[config.mk]
export PLATFORM = sky130hd
export DESIGN_NAME = mem_stage
export DESIGN_NICKNAME = d
export VERILOG_FILES = /design/src/rtl/mem_stage.sv
export SDC_FILE = /design/constraint.sdc
export NUM_CORES = 1
export LEC_CHECK = 0
export CORE_MARGIN = 4
export CORE_UTILIZATION = 39
export CTS_CLUSTER_SIZE = 14
export DETAILED_ROUTE_END_ITERATION = 8
export GPL_TIMING_DRIVEN = 0
export PLACE_DENSITY = 0.77
export SKIP_LAST_GASP = 1
export SLEW_MARGIN = 20
export SYNTH_ARGS = -nofsm -noshare
export SYNTH_HDL_FRONTEND = slang
export SYNTH_SLANG_ARGS = --single-unit
[constraint.sdc]
create_clock -name clk -period 5.2 [get_ports clk]
set_input_delay 1.04 -clock clk [delete_from_list [all_inputs] [get_ports clk]]
set_output_delay 1.04 -clock clk [all_outputs]
set_load 0.03 [all_outputs]
[src/rtl/mem_stage.sv]
// Memory-access pipeline stage: EX/MEM register, data-RAM handshake, branch resolve.
// Optional MEM_MISALIGN_CHK_EN flags misaligned accesses instead of issuing them.
module mem_stage #(
    parameter int unsigned MAX_WAIT   = 15,
    parameter logic [31:0] RST_PC_TGT = 32'h0000_0000
) (
    input  logic        clk,
    input  logic        rst_n,
    input  logic        es_valid,
    output logic        ms_allowin,
    input  logic [5:0]  es_ctrl,
    input  logic        zero,
    input  logic [31:0] alu_result,
    input  logic [31:0] wr_data,
    input  logic [4:0]  es_rd,
    input  logic [31:0] nx_pc,
    output logic        br_taken,
    output logic [31:0] br_target,
    output logic        dm_req,
    output logic        dm_we,
    output logic [31:0] dm_addr,
    output logic [31:0] dm_wdata,
    input  logic        dm_gnt,
    input  logic        dm_rvalid,
    input  logic [31:0] dm_rdata,
    input  logic        ws_allowin,
    output logic        ms_to_ws_valid,
    output logic [4:0]  ms_rd,
    output logic        ms_reg_write,
    output logic [31:0] ms_result,
    output logic        ms_err
);

    typedef enum logic [1:0] {
        IDLE = 2'd0,
        REQ  = 2'd1,
        WAIT = 2'd2,
        DONE = 2'd3
    } state_t;

    localparam logic [7:0] WD_LAST = 8'(MAX_WAIT - 1);

    state_t      state_q, state_d;
    logic        valid_q, valid_d;
    logic        branch_q, branch_d;
    logic        mem_read_q, mem_read_d;
    logic        mem_write_q, mem_write_d;
    logic        mem2reg_q, mem2reg_d;
    logic        reg_write_q, reg_write_d;
    logic        zero_q, zero_d;
    logic [31:0] alu_res_q, alu_res_d;
    logic [31:0] wr_data_q, wr_data_d;
    logic [4:0]  rd_q, rd_d;
    logic [31:0] br_target_q, br_target_d;
    logic [31:0] rdata_q, rdata_d;
    logic        err_q, err_d;
    logic        br_fired_q, br_fired_d;
    logic [7:0]  wd_cnt_q, wd_cnt_d;

    logic        is_mem;
    logic        es_mem;
    logic        ready_go;
    logic        load_fire;
    logic        wd_hit;
    logic        unused_alu_src_op;

    assign unused_alu_src_op = es_ctrl[1];

    assign is_mem    = mem_read_q | mem_write_q;
    assign es_mem    = es_ctrl[4] | es_ctrl[3];
    assign ready_go  = !is_mem || (state_q == DONE);
    assign wd_hit    = (wd_cnt_q == WD_LAST);

    assign ms_allowin     = !valid_q || (ready_go && ws_allowin);
    assign load_fire      = es_valid && ms_allowin;
    assign ms_to_ws_valid = valid_q && ready_go;

    assign br_taken  = valid_q && branch_q && zero_q && !br_fired_q;
    assign br_target = br_target_q;

    assign dm_req   = valid_q && (state_q == REQ);
    assign dm_we    = dm_req && mem_write_q;
    assign dm_addr  = {alu_res_q[31:2], 2'b00};
    assign dm_wdata = wr_data_q;

    // A combined read+write op behaves as a store, so only a pure load returns RAM data.
    assign ms_rd        = rd_q;
    assign ms_reg_write = reg_write_q;
    assign ms_result    = (mem2reg_q && mem_read_q && !mem_write_q) ? rdata_q : alu_res_q;
    assign ms_err       = valid_q && err_q;

    always_comb begin
        state_d     = state_q;
        valid_d     = valid_q;
        branch_d    = branch_q;
        mem_read_d  = mem_read_q;
        mem_write_d = mem_write_q;
        mem2reg_d   = mem2reg_q;
        reg_write_d = reg_write_q;
        zero_d      = zero_q;
        alu_res_d   = alu_res_q;
        wr_data_d   = wr_data_q;
        rd_d        = rd_q;
        br_target_d = br_target_q;
        rdata_d     = rdata_q;
        err_d       = err_q;
        br_fired_d  = br_fired_q;
        wd_cnt_d    = wd_cnt_q;

        if (br_taken) begin
            br_fired_d = 1'b1;
        end

        unique case (state_q)
            IDLE: ;
            REQ: begin
                wd_cnt_d = wd_cnt_q + 8'd1;
                if (dm_gnt) begin
                    if (mem_write_q) begin
                        state_d = DONE;
                    end else if (dm_rvalid) begin
                        state_d = DONE;
                        rdata_d = dm_rdata;
                    end else begin
                        state_d = WAIT;
                    end
                end else if (wd_hit) begin
                    state_d = DONE;
                    err_d   = 1'b1;
                    rdata_d = 32'd0;
                end
            end
            WAIT: begin
                wd_cnt_d = wd_cnt_q + 8'd1;
                if (dm_rvalid) begin
                    state_d = DONE;
                    rdata_d = dm_rdata;
                end else if (wd_hit) begin
                    state_d = DONE;
                    err_d   = 1'b1;
                    rdata_d = 32'd0;
                end
            end
            DONE: begin
                if (ws_allowin) begin
                    state_d = IDLE;
                end
            end
            default: state_d = IDLE;
        endcase

        if (load_fire) begin
            valid_d     = 1'b1;
            branch_d    = es_ctrl[5];
            mem_read_d  = es_ctrl[4];
            mem_write_d = es_ctrl[3];
            mem2reg_d   = es_ctrl[2];
            reg_write_d = es_ctrl[0];
            zero_d      = zero;
            alu_res_d   = alu_result;
            wr_data_d   = wr_data;
            rd_d        = es_rd;
            br_target_d = nx_pc;
            rdata_d     = 32'd0;
            err_d       = 1'b0;
            br_fired_d  = 1'b0;
            wd_cnt_d    = 8'd0;
            state_d     = es_mem ? REQ : IDLE;
`ifdef MEM_MISALIGN_CHK_EN
            if (es_mem && (alu_result[1:0] != 2'b00)) begin
                state_d     = DONE;
                err_d       = 1'b1;
                reg_write_d = 1'b0;
            end
`endif
        end else if (ms_to_ws_valid && ws_allowin) begin
            valid_d = 1'b0;
        end
    end

    always_ff @(posedge clk or posedge rst_n) begin
        if (rst_n) begin
            state_q     <= IDLE;
            valid_q     <= 1'b0;
            branch_q    <= 1'b0;
            mem_read_q  <= 1'b0;
            mem_write_q <= 1'b0;
            mem2reg_q   <= 1'b0;
            reg_write_q <= 1'b0;
            zero_q      <= 1'b0;
            alu_res_q   <= 32'd0;
            wr_data_q   <= 32'd0;
            rd_q        <= 5'd0;
            br_target_q <= RST_PC_TGT;
            rdata_q     <= 32'd0;
            err_q       <= 1'b0;
            br_fired_q  <= 1'b0;
            wd_cnt_q    <= 8'd0;
        end else begin
            state_q     <= state_d;
            valid_q     <= valid_d;
            branch_q    <= branch_d;
            mem_read_q  <= mem_read_d;
            mem_write_q <= mem_write_d;
            mem2reg_q   <= mem2reg_d;
            reg_write_q <= reg_write_d;
            zero_q      <= zero_d;
            alu_res_q   <= alu_res_d;
            wr_data_q   <= wr_data_d;
            rd_q        <= rd_d;
            br_target_q <= br_target_d;
            rdata_q     <= rdata_d;
            err_q       <= err_d;
            br_fired_q  <= br_fired_d;
            wd_cnt_q    <= wd_cnt_d;
        end
    end

endmodule

After elaboration in Yosys (flattened, before gate mapping). Index checks and enable logic that the tools add are counted.

Reduce and logical (&&, ||, !) cells: 27. Add/subtract/negate cells: 1. Eq/ne operators: 9. Bitwise logic cells: 2. Multiplexer cells: 28.

Operators with widths (count): 32-bit two-way mux (7); 32-bit one-hot mux with 2 select lines (1); 8-bit two-way mux (2); 1-bit logical AND (12); 1-bit two-way mux (11); 2-bit two-way mux (5); 3-bit inequality test (second input constant) (3); 8-bit by 1-bit adder with 8-bit output (second input constant) (1); 8-bit by 4-bit equality test with 1-bit output (second input constant) (1); 4-bit inequality test (second input constant) (2); 2-bit one-hot mux with 3 select lines (1); 3-bit AND reduction (2); 2-bit nonzero test (3); 2-bit equality test (second input constant) (2); 1-bit logical NOT (4); 4-bit nonzero test (1); 3-bit nonzero test (1); 2-bit by 1-bit equality test with 1-bit output (second input constant) (1); 1-bit logical OR (2); 1-bit bitwise OR (2); 1-bit one-hot mux with 2 select lines (1); 2-bit AND reduction (1); 2-bit OR reduction (1).

Register bits after elaboration: 152. Output and inout bits: 140. Input port bits: 146.

Depth between registers and ports, before layout.
Depth in word-level cells: 8. Mapped depth: 8. Mapped depth without buffers: 6.

Least setup slack after synthesis. OpenSTA, ideal clock, no wires.

Path type: reg2out. From: register mem_write_q. To: output port ms_result[11]. Arrival time: 1.375 ns. Required time: 4.160 ns. Path slack: 2.785 ns. Stages on the path, launching flop included: 4. Path buffers: 1. Cell sequence: dfrtp_1 nand3b_1 clkbuf_1 mux2_2.

Longest elaborated chain between the ends: 3.

Ends and longest elaborated chain: from (decl) (RTL line 47) `logic mem_write_q, mem_write_d;`; from (signal assigned) (RTL line 204) `mem_write_q <= mem_write_d;`; 1-bit logical NOT (RTL line 89) `assign ms_result = (mem2reg_q && mem_read_q && !mem_write_q) ? rdata_q : alu_res_q;`; 1-bit logical AND (RTL line 89); 32-bit two-way mux (RTL line 89); to (decl) (RTL line 30) `output logic [31:0] ms_result,`.

Every way passes these cells.

Worst setup path after layout. Same ends and word-level chain as after synthesis.

==> results.json <==
{
  "crit_path_max_fanout": 10,
  "switching_power_w": 0.003080,
  "layout.cells.most_common": "clkdlybuf4s50_1",
  "worst_slew_pin_slew_ns": 0.6383,
  "cts_resized": 0,
  "synth_top_area_share": 0.5524,
  "syn_area_per_cell_um2": 14.74,
  "wl_per_cell_um": 18.14,
  "cp-end-kind": "output pin",
  "status": "finished clean",
  "worstSetupStartpointType": "flop",
  "synth_ff_type": "dfrtp_1",
  "yosysWarnings": 0,
  "drive_gt1_frac": 0.2936,
  "gp_congestion": 0.8166,
  "crit_arrival_ns": 2.69,
  "combPwrFrac": 0.571,
  "seqCellArea_um2": 3804,
  "clkSlewWorstSetupHoldPaths_ns": 0.06,
  "routed_wl_mm": 18.23,
  "synth.area.top_cells": "dfrtp_1, mux2_4, mux2_2",
  "root_buffer": "clkbuf_16",
  "path_class": "flop to output pin",
  "drv_slew": 0,
  "fp.dieW_um": 140.9,
  "antenna_found_initial": 0,
  "max_clock_freq_mhz": 267.7,
  "fillers": 1330,
  "initial_core_util": 0.3981,
  "max_slew_margin": 0.5745,
  "overflow": 0,
  "numClockSinks": 152,
  "synth_cells": 467,
  "finalHoldViolations": 0,
  "viasPerCell": 4.824,
  "antenna_left": 0,
  "async_flop_share": 1.000,
  "finalNetCount": 921,
  "htree_num_levels": 4,
  "die_h_um": 140.9,
  "firstDrtPassIters": 4,
  "grt_max_degree": 92,
  "hold_path_class": "flop to flop",
  "grt.total_usage": 0.1853,
  "multi_input_area_um2": 2643,
  "layout_min_cycle_time_ns": 3.735,
  "vdd_drop_max_uv": 384.1,
  "ys_seq_area_frac": 0.5524,
  "dpl-instance-area_um2": 10030,
  "syn2layout_area_growth_pct": 53.84,
  "p_sw_frac": 0.3943,
  "synth_top_cell_by_area": "dfrtp_1",
  "p_leak_nw": 4.638,
  "syn_area_um2": 6885,
  "dpl.hpwl_mm": 13.63,
  "rsz0062_at_grt": "no",
  "io_pins": 286,
  "io_buffers": 282,
  "p_per_area_nw_per_um2": 737.4,
  "drv_cap": 0,
  "total_power_w": 0.007811,
  "cts_tree": "built",
  "finalCoreUtilization": 0.6124,
  "crit_required_ns": 4.16,
  "final_cell_mix": "clkdlybuf4s50_1, dfrtp_1, mux2_2",
  "setup_violations": 0,
  "postCtsHoldBufs": 0,
  "r2r-start": "state_q[0]$_DFFE_PP0P_",
  "final_area_um2": 10590,
  "drcViolationCount": 0,
  "clockPowerShare": 0.152,
  "dieArea_um2": 19840,
  "internal_power_w": 0.004731,
  "finalCritPeriodShare": 0.7183,
  "p_seq_frac": 0.277,
  "drt_iter0_markers": 151,
  "cts_buffers": 17,
  "skew_ns": 0.006957,
  "synth_edf_count": 0,
  "startpoint": "mem_write_q$_DFFE_PP0P_",
  "min_from": "ms_rd[4]$_DFFE_PP0P_",
  "rows": 48,
  "ctsLongestPathBuffers": 2,
  "vias": 4848,
  "coreArea_um2": 17300,
  "insertedDiodeCount": 0,
  "ys_seq_elements": 152,
  "yosysUniqueCellTypes": 47,
  "post_cts_buffers": 0,
  "grt_pass1_vias": 5486,
  "worstSkewPairLatency_ns": 0.41,
  "grt_pass1_wl_mm": 29.40
}
## final cells by class
type	count	area share
inverter	7	0.003189
timing repair buffer	283	0.2691
sequential	152	0.3591
clock inverter	11	0.01181
multi-input combinational	252	0.2495
tap	225	0.02658
clock buffer	18	0.04146
buffer	57	0.03933
## per-stage QoR
step	std cells	worst slack (ns)	setup TNS, ns	hold WS (ns)
finish	1005	1.465	0	0.5032
global route	1005	1.299	0	0.5171
CTS	1005	1.422	0	0.5033
detailed placement	976	1.769	0	0.4780
global placement	975	-1.812	-273.69	0.4801
floorplan	468	0.06690	0	0.4620
## per-layer routing
layer,GRT usage,vias to the layer above,routed length (um)
met3,0.06377,29,1379
li1,-,2227,-
met4,0.06527,0,441
met2,0.3138,185,9101
met1,0.2199,2407,7305
met5,0,-,0
## registers in the layout, indices dropped and copies added, names as in the netlist, 2 cells and up
| register | flops |
|---|---|
| alu_res_q | 32 |
| br_target | 32 |
| dm_wdata | 32 |
| ms_rd | 5 |
| rdata_q | 32 |
| state_q | 2 |
| wd_cnt_q | 8 |
## cell usage after synthesis (all sizes together) (2+ instances only)
| cell type | count |
|---|---|
| dfrtp | 152 |
| mux2 | 139 |
| buf | 55 |
| a22o | 31 |
| nor2 | 14 |
| nand2 | 9 |
| inv | 7 |
| ha | 5 |
| a21oi | 4 |
| xor2 | 4 |
| and2 | 3 |
| nand3 | 3 |
| nor2b | 3 |
| o21ai | 3 |
| or3b | 3 |
| xnor2 | 3 |
| clkbuf | 2 |
| mux2i | 2 |
| nand3b | 2 |
| nand4 | 2 |
| nor3b | 2 |
| o21bai | 2 |
## power groups by stage
stage	sequential [W]	combinational, W	clock, W
2_1_floorplan	0.00263	0.00233	0
3_3_place_gp	0.00213	0.00441	0
3_5_place_dp	0.00217	0.00448	0
4_1_cts	0.00217	0.00451	0.00122
5_1_grt	0.00225	0.00469	0.00127
6_report	0.00216	0.00446	0.00119
## critical path: stages, from the launching register on
cell and delay (ns):
dfrtp_1 0.42, nand3b_1 0.31, clkbuf_1 0.53, mux2_2 0.40, clkdlybuf4s50_1 0.61
## kinds of logic (layout without fill, tap and decap cells)
family          count (synthesis)  after routing  synth area share
fa+ha+maj                       5              5          0.009086
simple gates                   49             49           0.04071
flops                         152            152            0.5524
xor+xnor                        7              7          0.008904
compound gates                 48             48           0.05724
buf+inv                        64            376           0.06433
mux                           141            141            0.2668
other cells                     1              2         0.0005446
## worst paths after layout
kind | to | slack (ns) | cells after the start
worst min-delay path | ms_rd[4]$_DFFE_PP0P_ | 0.50 | 1
worst max register to register | rdata_q[12]$_DFFE_PP0P_ | 2.97 | 8
max in group asynchronous | alu_res_q[0]$_DFFE_PP0P_ | 3.33 | 3
worst min register to register | ms_rd[4]$_DFFE_PP0P_ | 0.50 | 1
min in group asynchronous | br_target[1]$_DFFE_PP0P_ | 1.13 | 2
worst max-delay path | ms_result[11] | 1.47 | 4
(Power assumes the default switching activity.)
